### config.mk
export PLATFORM = sky130hd
export DESIGN_NAME = uart_tx_arbiter
export DESIGN_NICKNAME = d
export VERILOG_FILES = /design/src/rtl/uart_tx_arbiter.sv
export SDC_FILE = /design/constraint.sdc
export NUM_CORES = 1
export LEC_CHECK = 0
export ABC_CLOCK_PERIOD_IN_PS = 4850
export CORE_MARGIN = 1
export CORE_UTILIZATION = 41
export CTS_BUF_LIST = sky130_fd_sc_hd__clkbuf_4 sky130_fd_sc_hd__clkbuf_8
export CTS_CLUSTER_SIZE = 25
export DETAILED_ROUTE_END_ITERATION = 12
export GPL_TIMING_DRIVEN = 1
export PLACE_DENSITY = 0.87
export SLEW_MARGIN = 0
export SYNTH_ARGS = -nofsm -noshare
export SYNTH_HDL_FRONTEND = slang
export SYNTH_SLANG_ARGS = --single-unit
### constraint.sdc
create_clock -name clk -period 4.85 [get_ports clk]
set_clock_uncertainty 0.15 [all_clocks]
set_input_delay 0.97 -clock clk [delete_from_list [all_inputs] [get_ports clk]]
set_output_delay 0.97 -clock clk [all_outputs]
set_load 0.005 [all_outputs]
### src/rtl/uart_tx_arbiter.sv
// Round-robin arbiter letting NREQ requesters share one UART transmitter.
// Define UART_TX_ARB_TIMEOUT_EN to abandon frames whose tx_done never arrives.
module uart_tx_arbiter #(
    parameter int unsigned NREQ           = 4,
    parameter int unsigned DATA_W         = 8,
    parameter int unsigned TIMEOUT_CYCLES = 2000
) (
    input  logic                      clk,
    input  logic                      rst,
    input  logic [NREQ-1:0]           req_i,
    input  logic [NREQ*DATA_W-1:0]    req_data_i,
    output logic [NREQ-1:0]           ack_o,
    output logic [$clog2(NREQ)-1:0]   grant_id_o,
    output logic                      busy_o,
    output logic                      tx_load_o,
    output logic [DATA_W-1:0]         tx_data_o,
    input  logic                      tx_done_i,
    output logic                      timeout_err_o
);

    localparam int unsigned GW = $clog2(NREQ);

    typedef enum logic [1:0] {
        ArbIdle,
        ArbLoad,
        ArbWait,
        ArbRelease
    } state_e;

    state_e            state_q, state_d;
    logic [GW-1:0]     grant_q, grant_d;
    logic [GW-1:0]     last_grant_q, last_grant_d;
    logic [DATA_W-1:0] data_q, data_d;
    logic [GW-1:0]     winner;
    logic [GW-1:0]     rr_idx;
    logic              found;
    logic [DATA_W-1:0] sel_data;
    logic              timeout_hit;

`ifdef UART_TX_ARB_TIMEOUT_EN
    localparam int unsigned CntW = $clog2(TIMEOUT_CYCLES + 1);

    logic [CntW-1:0] cnt_q, cnt_d;
    logic            to_err_q, to_err_d;

    // cnt_q holds the number of completed ARB_WAIT cycles.
    assign timeout_hit = (cnt_q == CntW'(TIMEOUT_CYCLES - 1));

    always_comb begin
        cnt_d    = '0;
        to_err_d = 1'b0;
        if (state_q == ArbWait) begin
            cnt_d    = cnt_q + 1'b1;
            to_err_d = !tx_done_i && timeout_hit;
        end
    end

    always_ff @(posedge clk or negedge rst) begin
        if (!rst) begin
            cnt_q    <= '0;
            to_err_q <= 1'b0;
        end else begin
            cnt_q    <= cnt_d;
            to_err_q <= to_err_d;
        end
    end

    assign timeout_err_o = to_err_q;
`else
    logic unused_timeout_cycles;
    assign unused_timeout_cycles = ^TIMEOUT_CYCLES;
    assign timeout_hit           = 1'b0;
    assign timeout_err_o         = 1'b0;
`endif

    // Search upward from the slot after the last grant; first pending request wins.
    always_comb begin
        winner = '0;
        found  = 1'b0;
        rr_idx = '0;
        for (int unsigned k = 1; k <= NREQ; k++) begin
            rr_idx = GW'((32'(last_grant_q) + k) % NREQ);
            if (!found && req_i[rr_idx]) begin
                found  = 1'b1;
                winner = rr_idx;
            end
        end
    end

    always_comb begin
        sel_data = '0;
        for (int unsigned i = 0; i < NREQ; i++) begin
            if (winner == GW'(i)) begin
                sel_data = req_data_i[i*DATA_W +: DATA_W];
            end
        end
    end

    always_comb begin
        state_d      = state_q;
        grant_d      = grant_q;
        last_grant_d = last_grant_q;
        data_d       = data_q;
        case (state_q)
            ArbIdle: begin
                if (found) begin
                    grant_d = winner;
                    data_d  = sel_data;
                    state_d = ArbLoad;
                end
            end
            ArbLoad: state_d = ArbWait;
            ArbWait: begin
                if (tx_done_i || timeout_hit) begin
                    state_d = ArbRelease;
                end
            end
            ArbRelease: begin
                last_grant_d = grant_q;
                state_d      = ArbIdle;
            end
            default: state_d = ArbIdle;
        endcase
    end

    always_ff @(posedge clk or negedge rst) begin
        if (!rst) begin
            state_q      <= ArbIdle;
            grant_q      <= '0;
            last_grant_q <= GW'(NREQ - 1);
            data_q       <= '0;
        end else begin
            state_q      <= state_d;
            grant_q      <= grant_d;
            last_grant_q <= last_grant_d;
            data_q       <= data_d;
        end
    end

    always_comb begin
        ack_o = '0;
        if (state_q == ArbLoad) begin
            ack_o[grant_q] = 1'b1;
        end
    end

    assign tx_load_o  = (state_q == ArbLoad);
    assign busy_o     = (state_q != ArbIdle);
    assign grant_id_o = grant_q;
    assign tx_data_o  = data_q;

endmodule

==> results.sh, run 1 <==
export IMPL_power_leakage_nw=0.678
export IMPL_yosysMostFrequentCell="mux2i_1"
export IMPL_synthArstFlopShare_pct=100
export IMPL_area_growth_pct=59.0
export IMPL_synth_cell_types=27
export IMPL_syn_area_um2=943
export IMPL_power_per_cell_area_nw_per_um2=485
export IMPL_gp_congestion=0.786
export IMPL_fin_hold_ws_ns=0.359
export IMPL_finalHoldViolations=0
export IMPL_grt_pass1_vias=889
export IMPL_die_h_um=50.0
export IMPL_vias_per_cell=5.30
export IMPL_grt_max_degree=18
export IMPL_cts_buffers=3
export IMPL_p_clk_share_pct=10.4
export IMPL_p_int_uw=463
export IMPL_r2r_setup_slack_ns=2.45
export IMPL_slew_headroom_pct=22.1
export IMPL_drv_slew=0
export IMPL_r2r_start="last_grant_q[1]"
export IMPL_synth_seq_cells=14
export IMPL_cts_sinks=14
export IMPL_die_x_um=50.0
export IMPL_vdd_ir_drop_max_v=0.000369
export IMPL_htree_levels=1
export IMPL_post_cts_setup_buffers=0
export IMPL_worst_ep_required_time_ns=4.85
export IMPL_antenna_found_initial=0
export IMPL_cts_root_buf="clkbuf_4"
export IMPL_overflow=0
export IMPL_yosysSeqAreaShare_pct=37.4
export IMPL_drc=0
export IMPL_critPathCaptureType="register"
export IMPL_cts_clk_slew_worst_paths_ns=0.09
export IMPL_wl_um=2390
export IMPL_hp_class="reg -> reg"
export IMPL_syn_inst=94
export IMPL_worst_setup_path_type="in -> reg"
export IMPL_crit_path_start_kind="input port"
export IMPL_synth_top_area_share_pct=31.8
export IMPL_cts_resized=0
export IMPL_setup_viol=0
export IMPL_avgSynthCellArea_um2=10.0
export IMPL_seq_power_share_pct=32.2
export IMPL_reg2reg_depth=5
export IMPL_core_area_um2=2190
export IMPL_fmax_mhz=326
export IMPL_synth_fp_nets=138
export IMPL_firstDrtPassIters=4
export IMPL_use_met1_pct=22.4
export IMPL_clk_latency_ns=0.28
export IMPL_port_buffers=54
export IMPL_wl_per_cell_um=13.7
export IMPL_synthFlopType="dfrtp_1"
export IMPL_fin_crit_sh_pct=63.3
export IMPL_yosys_top_cells_area="dfrtp_1 32%, mux2i_1 18%, o221ai_1 7.4%"
export IMPL_synth_largest_area_cell="dfrtp_1"
export IMPL_start_util_pct=43.1
export IMPL_use_met2_pct=36.3
export IMPL_synth_common_cells="17 x mux2i_1, 15 x nand2_1, 12 x dfrtp_1, 8 x o221ai_1"
export IMPL_layout_nets=192
export IMPL_combPwrFrac_pct=57.4
export IMPL_drive_gt1_share_pct=6.12
export IMPL_arrival_ns=3.08
export IMPL_ant_nets=0
export IMPL_top_usage_layer="met2"
export IMPL_status="finished clean"
export IMPL_cts_tree="done"
export IMPL_cts_buffer_depth=2
export IMPL_num_io_pins=56
export IMPL_cap_viol_max_count=0
export IMPL_die_area_um2=2500
export IMPL_first_iter_violations=20
export IMPL_min_to="tx_data_o[5]"
export IMPL_num_rows=17
export IMPL_rsz0062_at_grt="false"
export IMPL_grt_pass1_wl_um=3720
export IMPL_reg2reg_to="tx_data_o[4]"
export IMPL_finalCriticalPeriod_ns=3.07
export IMPL_yosysWarnings=0
export IMPL_synth_edf_count=0
export IMPL_finalSetupTns_ns=0
export IMPL_antenna_cells=0
export IMPL_num_vias=928
export IMPL_nFillCells=171
export IMPL_netSwitchingFraction_pct=36.4
export IMPL_crit_path_max_fanout=17
export IMPL_grt_use_met3_pct=3.40
export IMPL_tightest_slew_ns=1.17
export IMPL_power_switching_uw=265
export IMPL_postCtsHoldBufs=0
export IMPL_track_usage_pct=19.9
export IMPL_min_from="tx_data_o[5]"
export IMPL_worstHoldPathCells=2
export IMPL_dp_hpwl_um=1870
layout make-up:
class                           count  area, um^2  share of cell area, %
Inverter                            5        18.8                   1.25
Clock buffer                        4        30.0                   2.00
Sequential cell                    14         353                   23.5
Tap cell                           28        35.0                   2.34
Multi-Input combinational cell     70         523                   34.9
Timing Repair Buffer               54         541                   36.0
sequential cells by signal, summed over array words and instances, names as in the netlist:
| name | flops |
|---|---|
| grant_id_o | 2 |
| last_grant_q | 2 |
| state_q | 2 |
| tx_data_o | 8 |
metrics by stage:
stage          worst slack [ns]  instances  utilization (%)  power (mW)  instance area (um^2)
6_report                   1.78        175             68.5       0.728                  1500
5_1_grt                    1.63        175             68.5       0.786                  1500
4_1_cts                    1.77        175             68.5       0.734                  1500
3_5_place_dp               1.46        171             67.1       0.656                  1470
3_3_place_gp               1.52        171             67.1       0.637                  1470
2_1_floorplan              2.64         94                -       0.479                   943
worst max path at each step:
stage                     slack, ns           end  depth (start not counted)     start
after CTS                      1.77  tx_data_o[4]                          6  req_i[3]
after floorplan                2.64  tx_data_o[0]                          7  req_i[3]
after detailed placement       1.46  tx_data_o[4]                          6  req_i[3]
after global placement         1.52  tx_data_o[3]                          6  req_i[3]
after global routing           1.63  tx_data_o[4]                          6  req_i[3]
final                          1.78  tx_data_o[4]                          6  req_i[3]
cell usage in the layout (no fill, tap or decap), types with 2 or more instances in the layout:
cell type        netlist  routed
clkdlybuf4s50_1        0      54
nand2_1               15      15
o221ai_1               8       8
nand2b_1               3       3
mux2_2                 2       2
inv_1                  5       5
a21oi_1                4       4
dfrtp_1               12      12
o21ai_0                2       2
nor2_1                 3       3
mux2i_1               17      17
ha_1                   5       5
and3_1                 2       2
clkbuf_4               0       4
dfstp_2                2       2
critical path: stages:
cell and delay [ns]:
clkdlybuf4s50_1 0.52, nor2b_1 0.19, a21oi_1 0.08, o221ai_2 0.88, mux2i_1 0.29, o221ai_1 0.15
power groups by stage:
stage	Sequential [mW]	Clock [mW]	Combinational [mW]
2_1_floorplan	0.229	0	0.250
3_3_place_gp	0.231	0	0.407
3_5_place_dp	0.236	0	0.419
4_1_cts	0.234	0.0777	0.422
5_1_grt	0.243	0.0824	0.460
6_report	0.235	0.0760	0.418
cell families (layout without fill, tap and decap cells):
logic type               Yosys count  in the layout  synth area share [%]
other                              1              1                 0.397
AND/OR/NAND/NOR                   28             28                  14.1
AO/OA/AOI/OAI                     17             17                  13.9
multiplexers                      19             19                  20.4
adder cells (fa/ha/maj)            5              5                  6.63
flip-flops                        14             14                  37.4
buffers and inverters             10             63                  7.16
metal layers:
| layer | part of all wire, % | wire (um) |
|---|---|---|
| met4 | 1.5 | 36 |
| met2 | 50 | 1190 |
| met1 | 44 | 1060 |
| met3 | 4.5 | 108 |
| met5 | 0 | 0 |
Note: power is estimated with default switching activity, not from simulation.
==> inputs of run 2 (changes only) <==
--- a/config.mk
+++ b/config.mk
@@ -5,14 +5,14 @@
 export SDC_FILE = /design/constraint.sdc
 export NUM_CORES = 1
 export LEC_CHECK = 0
-export ABC_CLOCK_PERIOD_IN_PS = 4850
+export ABC_CLOCK_PERIOD_IN_PS = 2700
 export CORE_MARGIN = 1
-export CORE_UTILIZATION = 41
+export CORE_UTILIZATION = 35
 export CTS_BUF_LIST = sky130_fd_sc_hd__clkbuf_4 sky130_fd_sc_hd__clkbuf_8
 export CTS_CLUSTER_SIZE = 25
 export DETAILED_ROUTE_END_ITERATION = 12
 export GPL_TIMING_DRIVEN = 1
-export PLACE_DENSITY = 0.87
+export PLACE_DENSITY = 0.79
 export SLEW_MARGIN = 0
 export SYNTH_ARGS = -nofsm -noshare
 export SYNTH_HDL_FRONTEND = slang
==> constraint.sdc (replaced) <==
create_clock -name clk -period 2.7 [get_ports clk]
set_clock_uncertainty 0.15 [all_clocks]
set_input_delay 0.54 -clock clk [delete_from_list [all_inputs] [get_ports clk]]
set_output_delay 0.54 -clock clk [all_outputs]
set_load 0.005 [all_outputs]
==> results.sh, run 2 (synthesized netlist as in run 1, its figures left out) <==
export IMPL_status="finished clean"
export IMPL_slew_headroom_pct=54.7
export IMPL_drc=0
export IMPL_cts_sinks=14
export IMPL_final_util_pct=60.7
export IMPL_fin_crit_sh_pct=92.4
export IMPL_vdd_ir_drop_max_v=0.000491
export IMPL_fmax_mhz=401
export IMPL_wl_per_cell_um=14.3
export IMPL_final_common_cell="clkdlybuf4s50_1"
export IMPL_grt_max_degree=18
export IMPL_cts_tree="done"
export IMPL_fin_cells=179
export IMPL_cts_buffer_depth=2
export IMPL_cap_viol_max_count=0
export IMPL_final_cell_mix="54 x clkdlybuf4s50_1, 17 x mux2i_1, 15 x nand2_1"
export IMPL_firstDrtPassIters=4
export IMPL_num_io_pins=56
export IMPL_antenna_found_initial=0
export IMPL_critPathCaptureType="primary output"
export IMPL_crit_path_start_kind="register"
export IMPL_start_util_pct=37.4
export IMPL_drive_gt1_share_pct=7.38
export IMPL_crit_family="buffers and inverters"
export IMPL_ant_nets=0
export IMPL_gp_congestion=0.696
export IMPL_max_stage_delay_ns=0.54
export IMPL_wl_um=2570
export IMPL_area_growth_pct=62.2
export IMPL_worst_ep_required_time_ns=2.01
export IMPL_layout_nets=194
export IMPL_tightest_slew_ns=0.678
export IMPL_grt_pass1_vias=912
export IMPL_cts_resized=0
export IMPL_antenna_cells=0
export IMPL_worst_setup_path_type="reg -> out"
export IMPL_path_cells="inv_1 -> ha_1 -> nor3b_1 -> clkdlybuf4s50_1"
export IMPL_die_h_um=53.9
export IMPL_vias_per_cell=5.18
export IMPL_finalSetupTns_ns=0
export IMPL_overflow=0
export IMPL_placed_cells=175
export IMPL_arrival_ns=1.80
export IMPL_postCtsHoldBufs=0
export IMPL_largest_reg_flops=8
export IMPL_placed_cell_area_um2=1500
export IMPL_first_iter_violations=8
export IMPL_crit_path_max_fanout=5
export IMPL_rsz0062_at_grt="false"
export IMPL_setup_viol=0
export IMPL_num_vias=928
export IMPL_fin_area_um2=1530
export IMPL_track_usage_pct=18.0
export IMPL_cts_clk_slew_worst_paths_ns=0.09
export IMPL_dp_hpwl_um=2050
export IMPL_port_buffers=54
export IMPL_p_total_mw=1.35
export IMPL_drv_slew=0
export IMPL_htree_levels=1
export IMPL_cts_buffers=3
export IMPL_cp_slowest_cell="clkdlybuf4s50_1"
export IMPL_grt_pass1_wl_um=3720
export IMPL_power_per_cell_area_nw_per_um2=880
export IMPL_die_area_um2=2910
export IMPL_cts_root_buf="clkbuf_4"
export IMPL_die_x_um=53.9
export IMPL_power_leakage_nw=0.692
export IMPL_finalHoldViolations=0
export IMPL_hp_class="reg -> reg"
export IMPL_post_cts_setup_buffers=0
export IMPL_core_area_um2=2520
export IMPL_path_buf_inv=2
export IMPL_clk_latency_ns=0.27
export IMPL_num_rows=18
export IMPL_finalCriticalPeriod_ns=2.49
## run 2: changes by cell type in the layout (fill, tap and decap cells not counted)
cell	before	now
buf_12	0	1
buf_4	0	1
## run 2: metal layers
| metal | GRT usage, % | share of wire (%) | vias up |
|---|---|---|---|
| met2 | 32.9 | 51 | 34 |
| met5 | 0 | 0 | - |
| met4 | 6.58 | 1.1 | 0 |
| met3 | 2.54 | 5.8 | 4 |
| li1 | - | - | 449 |
| met1 | 20.8 | 42 | 441 |
## run 2: cell type report
| cell class | count | area, um^2 |
|---|---|---|
| well taps | 30 | 37.5 |
| inverters | 5 | 18.8 |
| multi-input cells | 70 | 523 |
| flip-flops and latches | 14 | 353 |
| fillers | 245 | 992 |
| clock buffers | 4 | 30.0 |
| repair buffers | 56 | 568 |
## run 2: tightest hold or removal path: stages (launching register included)
cell	delay (ns)
dfrtp_1	0.35
nand2_1	0.05
o221ai_1	0.06
## run 2: where the power goes
group          leakage (nW)  switching [mW]  total [mW]  internal [mW]
combinational         0.507           0.327       0.789          0.462
sequential            0.167          0.0916       0.420          0.329
clock                0.0184          0.0692       0.136         0.0672
total                 0.692           0.488        1.35          0.858
## run 2: per-stage QoR
| stage | worst slack, ns | hold WS [ns] |
|---|---|---|
| after floorplan | 0.919 | 0.0944 |
| after global placement | 0.318 | 0.320 |
| after detailed placement | 0.257 | 0.335 |
| after CTS | 0.182 | 0.357 |
| after global routing | 0.0865 | 0.382 |
| final | 0.206 | 0.350 |
## run 2: worst paths after layout
check	startpoint	end	slack, ns	depth (start not counted)
setup / recovery	state_q[1]	ack_o[0]	0.21	4
hold / removal	tx_data_o[6]	tx_data_o[6]	0.35	2
setup reg to reg	last_grant_q[1]	tx_data_o[1]	0.84	6
hold reg to reg	tx_data_o[6]	tx_data_o[6]	0.35	2
max in group asynchronous	rst	state_q[0]	1.45	1
min in group asynchronous	rst	tx_data_o[3]	0.52	1
